==> config.mk <==
export PLATFORM = sky130hd
export DESIGN_NAME = seven_seg_scan
export DESIGN_NICKNAME = d
export VERILOG_FILES = /design/src/rtl/display_pkg.sv /design/src/rtl/seg_decoder.sv /design/src/rtl/seven_seg_scan.sv
export SDC_FILE = /design/constraint.sdc
export NUM_CORES = 1
export LEC_CHECK = 0
export CORE_AREA = 8 8 111 113
export DETAILED_ROUTE_END_ITERATION = 10
export DIE_AREA = 0 0 119 121
export DONT_BUFFER_PORTS = 1
export HOLD_SLACK_MARGIN = 0.05
export PLACE_DENSITY = 0.82
export REMOVE_ABC_BUFFERS = 1
export SLEW_MARGIN = 20
export SYNTH_ARGS = -nofsm -noshare
export SYNTH_HDL_FRONTEND = slang
export SYNTH_HIERARCHICAL = 1
export SYNTH_SLANG_ARGS = --single-unit
==> constraint.sdc <==
create_clock -name clock -period 7.37 [get_ports clock]
set_input_delay 1.1055 -clock clock [delete_from_list [all_inputs] [get_ports clock]]
set_output_delay 1.1055 -clock clock [all_outputs]
set_load 0.005 [all_outputs]
==> src/rtl/display_pkg.sv <==
// Shared constants and types for the seven-segment scan driver: character codes,
// active-low segment patterns ({g,f,e,d,c,b,a}) and the blink phase type.
package display_pkg;

  localparam int NUM_DIGITS = 8;
  localparam int CODE_W     = 5;
  localparam int SEG_W      = 7;

  typedef logic [CODE_W-1:0] char_code_t;
  typedef logic [SEG_W-1:0]  seg_t;

  typedef enum logic {
    PHASE_VISIBLE = 1'b0,
    PHASE_HIDDEN  = 1'b1
  } blink_phase_t;

  localparam char_code_t CH_BLANK = 5'h10;
  localparam char_code_t CH_DASH  = 5'h11;
  localparam char_code_t CH_P     = 5'h12;
  localparam char_code_t CH_R     = 5'h13;

  localparam seg_t SEG_0     = 7'h40;
  localparam seg_t SEG_1     = 7'h79;
  localparam seg_t SEG_2     = 7'h24;
  localparam seg_t SEG_3     = 7'h30;
  localparam seg_t SEG_4     = 7'h19;
  localparam seg_t SEG_5     = 7'h12;
  localparam seg_t SEG_6     = 7'h02;
  localparam seg_t SEG_7     = 7'h78;
  localparam seg_t SEG_8     = 7'h00;
  localparam seg_t SEG_9     = 7'h10;
  localparam seg_t SEG_A     = 7'h08;
  localparam seg_t SEG_B     = 7'h03;
  localparam seg_t SEG_C     = 7'h46;
  localparam seg_t SEG_D     = 7'h21;
  localparam seg_t SEG_E     = 7'h06;
  localparam seg_t SEG_F     = 7'h0E;
  localparam seg_t SEG_BLANK = 7'h7F;
  localparam seg_t SEG_DASH  = 7'h3F;
  localparam seg_t SEG_P     = 7'h0C;
  localparam seg_t SEG_R     = 7'h2F;

  localparam logic [NUM_DIGITS-1:0] AN_ALL_OFF = 8'hFF;

  // Active-low one-hot anode select for the given digit index.
  function automatic logic [NUM_DIGITS-1:0] anode_sel_n(input logic [2:0] idx);
    return ~(8'b0000_0001 << idx);
  endfunction

endpackage

==> src/rtl/seg_decoder.sv <==
// Combinational character-code to active-low segment pattern decoder.
// Unassigned codes fall through to blank.
module seg_decoder
  import display_pkg::*;
(
  input  logic [CODE_W-1:0] code,
  output logic [SEG_W-1:0]  seg
);

  always_comb begin
    seg = SEG_BLANK;
    case (code)
      5'h00:   seg = SEG_0;
      5'h01:   seg = SEG_1;
      5'h02:   seg = SEG_2;
      5'h03:   seg = SEG_3;
      5'h04:   seg = SEG_4;
      5'h05:   seg = SEG_5;
      5'h06:   seg = SEG_6;
      5'h07:   seg = SEG_7;
      5'h08:   seg = SEG_8;
      5'h09:   seg = SEG_9;
      5'h0A:   seg = SEG_A;
      5'h0B:   seg = SEG_B;
      5'h0C:   seg = SEG_C;
      5'h0D:   seg = SEG_D;
      5'h0E:   seg = SEG_E;
      5'h0F:   seg = SEG_F;
      CH_DASH: seg = SEG_DASH;
      CH_P:    seg = SEG_P;
      CH_R:    seg = SEG_R;
      default: seg = SEG_BLANK;
    endcase
  end

endmodule

==> src/rtl/seven_seg_scan.sv <==
// Multiplexed 8-digit common-anode scan driver with double-buffered character
// storage, anti-ghost blanking at each slot start and global hardware blink.
module seven_seg_scan
  import display_pkg::*;
#(
  parameter int REFRESH_DIV  = 100000,
  parameter int BLANK_CYCLES = 16,
  parameter int BLINK_CYCLES = 50000000
) (
  input  logic                         clock,
  input  logic                         reset,
  input  logic                         load,
  input  logic [NUM_DIGITS*CODE_W-1:0] chars,
  input  logic [NUM_DIGITS-1:0]        blink_mask,
  input  logic                         enable,
  output logic                         ready,
  output logic                         frame_tick,
  output logic [NUM_DIGITS-1:0]        an,
  output logic [SEG_W-1:0]             digit
);

  localparam int CW = (REFRESH_DIV > 1) ? $clog2(REFRESH_DIV) : 1;
  localparam int BW = (BLINK_CYCLES > 1) ? $clog2(BLINK_CYCLES) : 1;

  localparam logic [CW-1:0] CNT_MAX   = CW'(REFRESH_DIV - 1);
  localparam logic [CW-1:0] CNT_BLANK = CW'(BLANK_CYCLES);
  localparam logic [BW-1:0] BLINK_MAX = BW'(BLINK_CYCLES - 1);

  typedef logic [NUM_DIGITS-1:0][CODE_W-1:0] char_buf_t;

  logic [CW-1:0]           cnt_q,          cnt_d;
  logic [2:0]              idx_q,          idx_d;
  logic [BW-1:0]           blink_cnt_q,    blink_cnt_d;
  blink_phase_t            phase_q,        phase_d;
  char_buf_t               active_chars_q, active_chars_d;
  logic [NUM_DIGITS-1:0]   active_mask_q,  active_mask_d;
  char_buf_t               shadow_chars_q, shadow_chars_d;
  logic [NUM_DIGITS-1:0]   shadow_mask_q,  shadow_mask_d;
  logic                    pending_q,      pending_d;
  logic                    ready_q,        ready_d;
  logic                    frame_tick_q,   frame_tick_d;
  logic [NUM_DIGITS-1:0]   an_q,           an_d;
  logic [SEG_W-1:0]        digit_q,        digit_d;

  logic                    cnt_wrap;
  logic                    frame_end;
  logic [CODE_W-1:0]       sel_char;
  logic [SEG_W-1:0]        sel_seg;

  assign sel_char = active_chars_q[idx_q];

  seg_decoder u_seg_decoder (
    .code (sel_char),
    .seg  (sel_seg)
  );

  always_comb begin
    cnt_wrap       = (cnt_q == CNT_MAX);
    frame_end      = cnt_wrap && (idx_q == 3'd7);

    cnt_d          = cnt_wrap ? '0 : cnt_q + CW'(1);
    idx_d          = cnt_wrap ? idx_q + 3'd1 : idx_q;

    blink_cnt_d    = blink_cnt_q + BW'(1);
    phase_d        = phase_q;
    if (blink_cnt_q == BLINK_MAX) begin
      blink_cnt_d = '0;
      phase_d     = (phase_q == PHASE_VISIBLE) ? PHASE_HIDDEN : PHASE_VISIBLE;
    end

    // Commit reads the pre-edge shadow, so a load on the boundary waits a frame.
    active_chars_d = active_chars_q;
    active_mask_d  = active_mask_q;
    shadow_chars_d = shadow_chars_q;
    shadow_mask_d  = shadow_mask_q;
    pending_d      = pending_q;
    if (frame_end && pending_q) begin
      active_chars_d = shadow_chars_q;
      active_mask_d  = shadow_mask_q;
      pending_d      = 1'b0;
    end
    if (load) begin
      shadow_chars_d = chars;
      shadow_mask_d  = blink_mask;
      pending_d      = 1'b1;
    end

    ready_d        = ~pending_d;
    frame_tick_d   = frame_end;

    an_d           = AN_ALL_OFF;
    if (enable && (cnt_q >= CNT_BLANK)) begin
      an_d = anode_sel_n(idx_q);
    end

    digit_d        = sel_seg;
    if (active_mask_q[idx_q] && (phase_q == PHASE_HIDDEN)) begin
      digit_d = SEG_BLANK;
    end
  end

  always_ff @(posedge clock) begin
    if (!reset) begin
      cnt_q          <= '0;
      idx_q          <= '0;
      blink_cnt_q    <= '0;
      phase_q        <= PHASE_VISIBLE;
      active_chars_q <= {NUM_DIGITS{CH_BLANK}};
      active_mask_q  <= '0;
      shadow_chars_q <= {NUM_DIGITS{CH_BLANK}};
      shadow_mask_q  <= '0;
      pending_q      <= 1'b0;
      ready_q        <= 1'b1;
      frame_tick_q   <= 1'b0;
      an_q           <= AN_ALL_OFF;
      digit_q        <= SEG_BLANK;
    end else begin
      cnt_q          <= cnt_d;
      idx_q          <= idx_d;
      blink_cnt_q    <= blink_cnt_d;
      phase_q        <= phase_d;
      active_chars_q <= active_chars_d;
      active_mask_q  <= active_mask_d;
      shadow_chars_q <= shadow_chars_d;
      shadow_mask_q  <= shadow_mask_d;
      pending_q      <= pending_d;
      ready_q        <= ready_d;
      frame_tick_q   <= frame_tick_d;
      an_q           <= an_d;
      digit_q        <= digit_d;
    end
  end

  assign ready      = ready_q;
  assign frame_tick = frame_tick_q;
  assign an         = an_q;
  assign digit      = digit_q;

endmodule

==> metrics.md <==
| Metric | Value |
|---|---|
| Status | finished clean |
| Mapped Avg Cell Area | 9.218 um2 |
| Die X-Extent | around 120 um |
| Reg2reg path depth | 9 |
| Pwr Density | roughly 240 nW/um2 |
| Min-delay worst type | reg2reg |
| Yosys top cell area share | approximately 46% |
| GRT overflow | 0 |
| Rel. slew slack | a little under a third |
| Ys flop type | dfxtp_1 |
| Max Root-Sink Buffers | 2 |
| Multi-input gate area in the final layout | roughly 3400 um2 |
| N_diodes | 0 |
| Cell Chain, Critical Path | mux4_2 > nand2_1 > nand2_1 > inv_1 > ha_1 > and2b_2 > o21ai_0 > a32oi_1 > nand3b_1 |
| Maximum clock rate | around 320 MHz |
| Number of synthesized flops with an enable pin | 0 |
| Detailed Route Iter0 Violations | ~450 |
| Synth top area cells | dfxtp_1, mux2i_1, nand4_1 |
| First-pass GRT wire length | between 20,000 and 30,000 um |
| Vias in the first global route | approximately 5,300 |
| Number of nets still failing antenna checks after routing | 0 |
| Leakage | between 2 and 3 nW |
| Area Overhead vs Synth | 8.277% |
| Startpoint types | flop |
| CTS tree | done |
| Post-synth cell types | 50 |
| RSZ-0062 raised after global routing | false |
| Die height | between 100 and 150 um |
| Crit Path Category | reg2reg |
| Data arrival time of the worst path | 3.52 ns |
| CTS Hold Bufs | 0 |
| Slowest stage delay, CP | just over 0.9 ns |
| Post_cts resized | 0 |
| CP Max Fanout | 15 |
| Num CTS Buffers | 17 |
| Synthesized flop and latch total | 161 |
| CTS HTree Levels | 4 |
| Via Count | between 5,000 and 6,000 |
| Fillers | 756 |
| Yosys synthesis warning count | 6 |
| Core area | about 11,000 um2 |
| Clk Tree Root Cell | clkbuf_8 |
| Fin crit period | 3.125 ns |
| Num Clock Sinks | 161 |
| GP Congestion | between 0.8 and 0.9 |
| Setup bufs post-CTS | 0 |
| Initial antenna violation count | 0 |
| WL/cell | 17.67 um |
| Ports | 69 |
| DR vias/cell | between 6 and 7 |
| Row count | 38 |
| Clock latency on the worst-skew pair | 0.53 ns |
| Critical Path RT | 7.76 ns |
| Area leader, netlist | dfxtp_1 |
| Final period util | a little over two fifths |
| Max-Cap Viols | 0 |
| Clock Skew | between 0.006 and 0.007 ns |
| Total power | 1.822 mW |
| Commonest cells in the netlist | dfxtp_1, nor2_1, a21oi_1 |
| # DRC | 0 |
| Critical Path End Type | flop |
| Die ar. | 14,400 um2 |
| Final-report hold violation count | 0 |
| Final Util | between 70% and 80% |
| Final setup fails | 0 |
| DR pass1 iterations | 5 |
| Tot GR Track Use | a little over a fifth |
| Largest net degree at the start of global routing | between 70 and 80 |
| Final net count | a little under 800 |
| Final WL | around 15,000 um |
| Critical Path Most Common Cell | nand2_1 |
| Number of port buffers | 0 |
| DP Wirelength | ~9900 um |
| Share of cells above drive strength 1 | 8.719% |
| Synth async-reset ratio | 0% |
| Initial Util | between 60% and 70% |
| Register Area | ~3200 um2 |
| Clk slew on worst S/H paths | approximately 0.06 ns |
| Count leader, synth | dfxtp_1 |
| Post-Synthesis Cells | 756 |
| Setup tns final | 0 ns |
| Slew Limit Fails | 0 |
| Worst vdd ir | about 0.00016 V |
| Least-Margin Pin Slew | about 1.0 ns |
| Worst path slowest cell | dfxtp_1 |
| Sequential share of the synthesized area | 46.25% |
| Post-synth design cell area | approximately 7000 um2 |
| Cell depth of the worst hold path | 1 |
[final timing paths]
kind / slack, ns / startpoint / endpoint
max reg2reg: 4.24 / idx_q[0]$_SDFFE_PN0P_ / digit[1]$_SDFF_PP1_
max: 4.24 / idx_q[0]$_SDFFE_PN0P_ / digit[1]$_SDFF_PP1_
min reg2reg: 0.46 / blink_cnt_q[0]$_SDFF_PP0_ / blink_cnt_q[0]$_SDFF_PP0_
min: 0.46 / blink_cnt_q[0]$_SDFF_PP0_ / blink_cnt_q[0]$_SDFF_PP0_
[final cells by class]
cell class	count	area share (%)
Multi-Input combinational cell	510	45.23
Sequential cell	161	42.71
Clock buffer	22	6.135
Tap cell	140	2.321
Clock inverter	10	1.758
Inverter	27	1.343
Timing Repair Buffer	4	0.4974
[where the power goes]
part	internal (mW)	switching [mW]	leakage [nW]
Sequential	0.890	0.0123	1.31
Clock	0.541	0.337	0.287
Combinational	0.0200	0.0223	1.17
Total	1.45	0.371	2.76
[registers in the layout, indices dropped and copies added, names as in the netlist]
name and count:
active_chars_q 40, shadow_chars_q 40, blink_cnt_q 26, cnt_q 17, active_mask_q 8, an 8
shadow_mask_q 8, digit 7, idx_q 3, frame_tick 1, pending_q 1, phase_q 1
ready 1
[layer usage]
metal	vias up	wire length, um	GRT usage, %
met3	20	959	6.468
met4	0	220	7.510
met5	-	0	0
met2	201	7443	35.09
met1	2649	6818	27.22
li1	2618	-	-
[cell usage in the layout (no fill, tap or decap), drive strengths merged, types with 9 or more instances in the layout]
cell type,netlist,routed
a21oi,60,60
clkbuf,39,22
dfxtp,161,161
ha,16,16
inv,26,26
mux2i,51,51
mux4,13,13
nand2,38,38
nand3,27,27
nand4,59,59
nor2,75,75
o21ai,61,61
or3,13,13
xnor2,14,14
xor2,9,9
[worst max-delay path: cells and delay by family, from the launching register on]
| family | cells | cell delay, ns |
|---|---|---|
| buffers and inverters | 1 | 0.18 |
| DFF | 1 | 0.92 |
| AOI/OAI and AO/OA | 2 | 0.35 |
| adders and majority gates | 1 | 0.26 |
| and+or+nand+nor | 4 | 0.66 |
| muxes | 1 | 0.61 |
[through the flow]
stage	std cells	instance area, um2	setup slack (ns)	hold WS [ns]
floorplan	698	6720	3.809	0.4264
global route	874	7546	3.882	0.4906
global placement	841	6929	4.276	0.4370
detailed placement	841	6929	4.080	0.4492
finish	874	7546	4.245	0.4605
CTS	873	7525	4.037	0.4640
[cells by family (layout without fill, tap and decap cells)]
group / after synthesis / in the layout / share of synthesized area, %
XOR/XNOR: 23 / 23 / 2.891
buffers and inverters: 85 / 63 / 5.027
multiplexers: 67 / 67 / 12.01
flip-flops: 161 / 161 / 46.25
AO/OA/AOI/OAI: 145 / 145 / 11.31
adder cells (fa/ha/maj): 16 / 16 / 2.873
AND/OR/NAND/NOR: 259 / 259 / 19.64
Power figures use the tool's default switching activity.
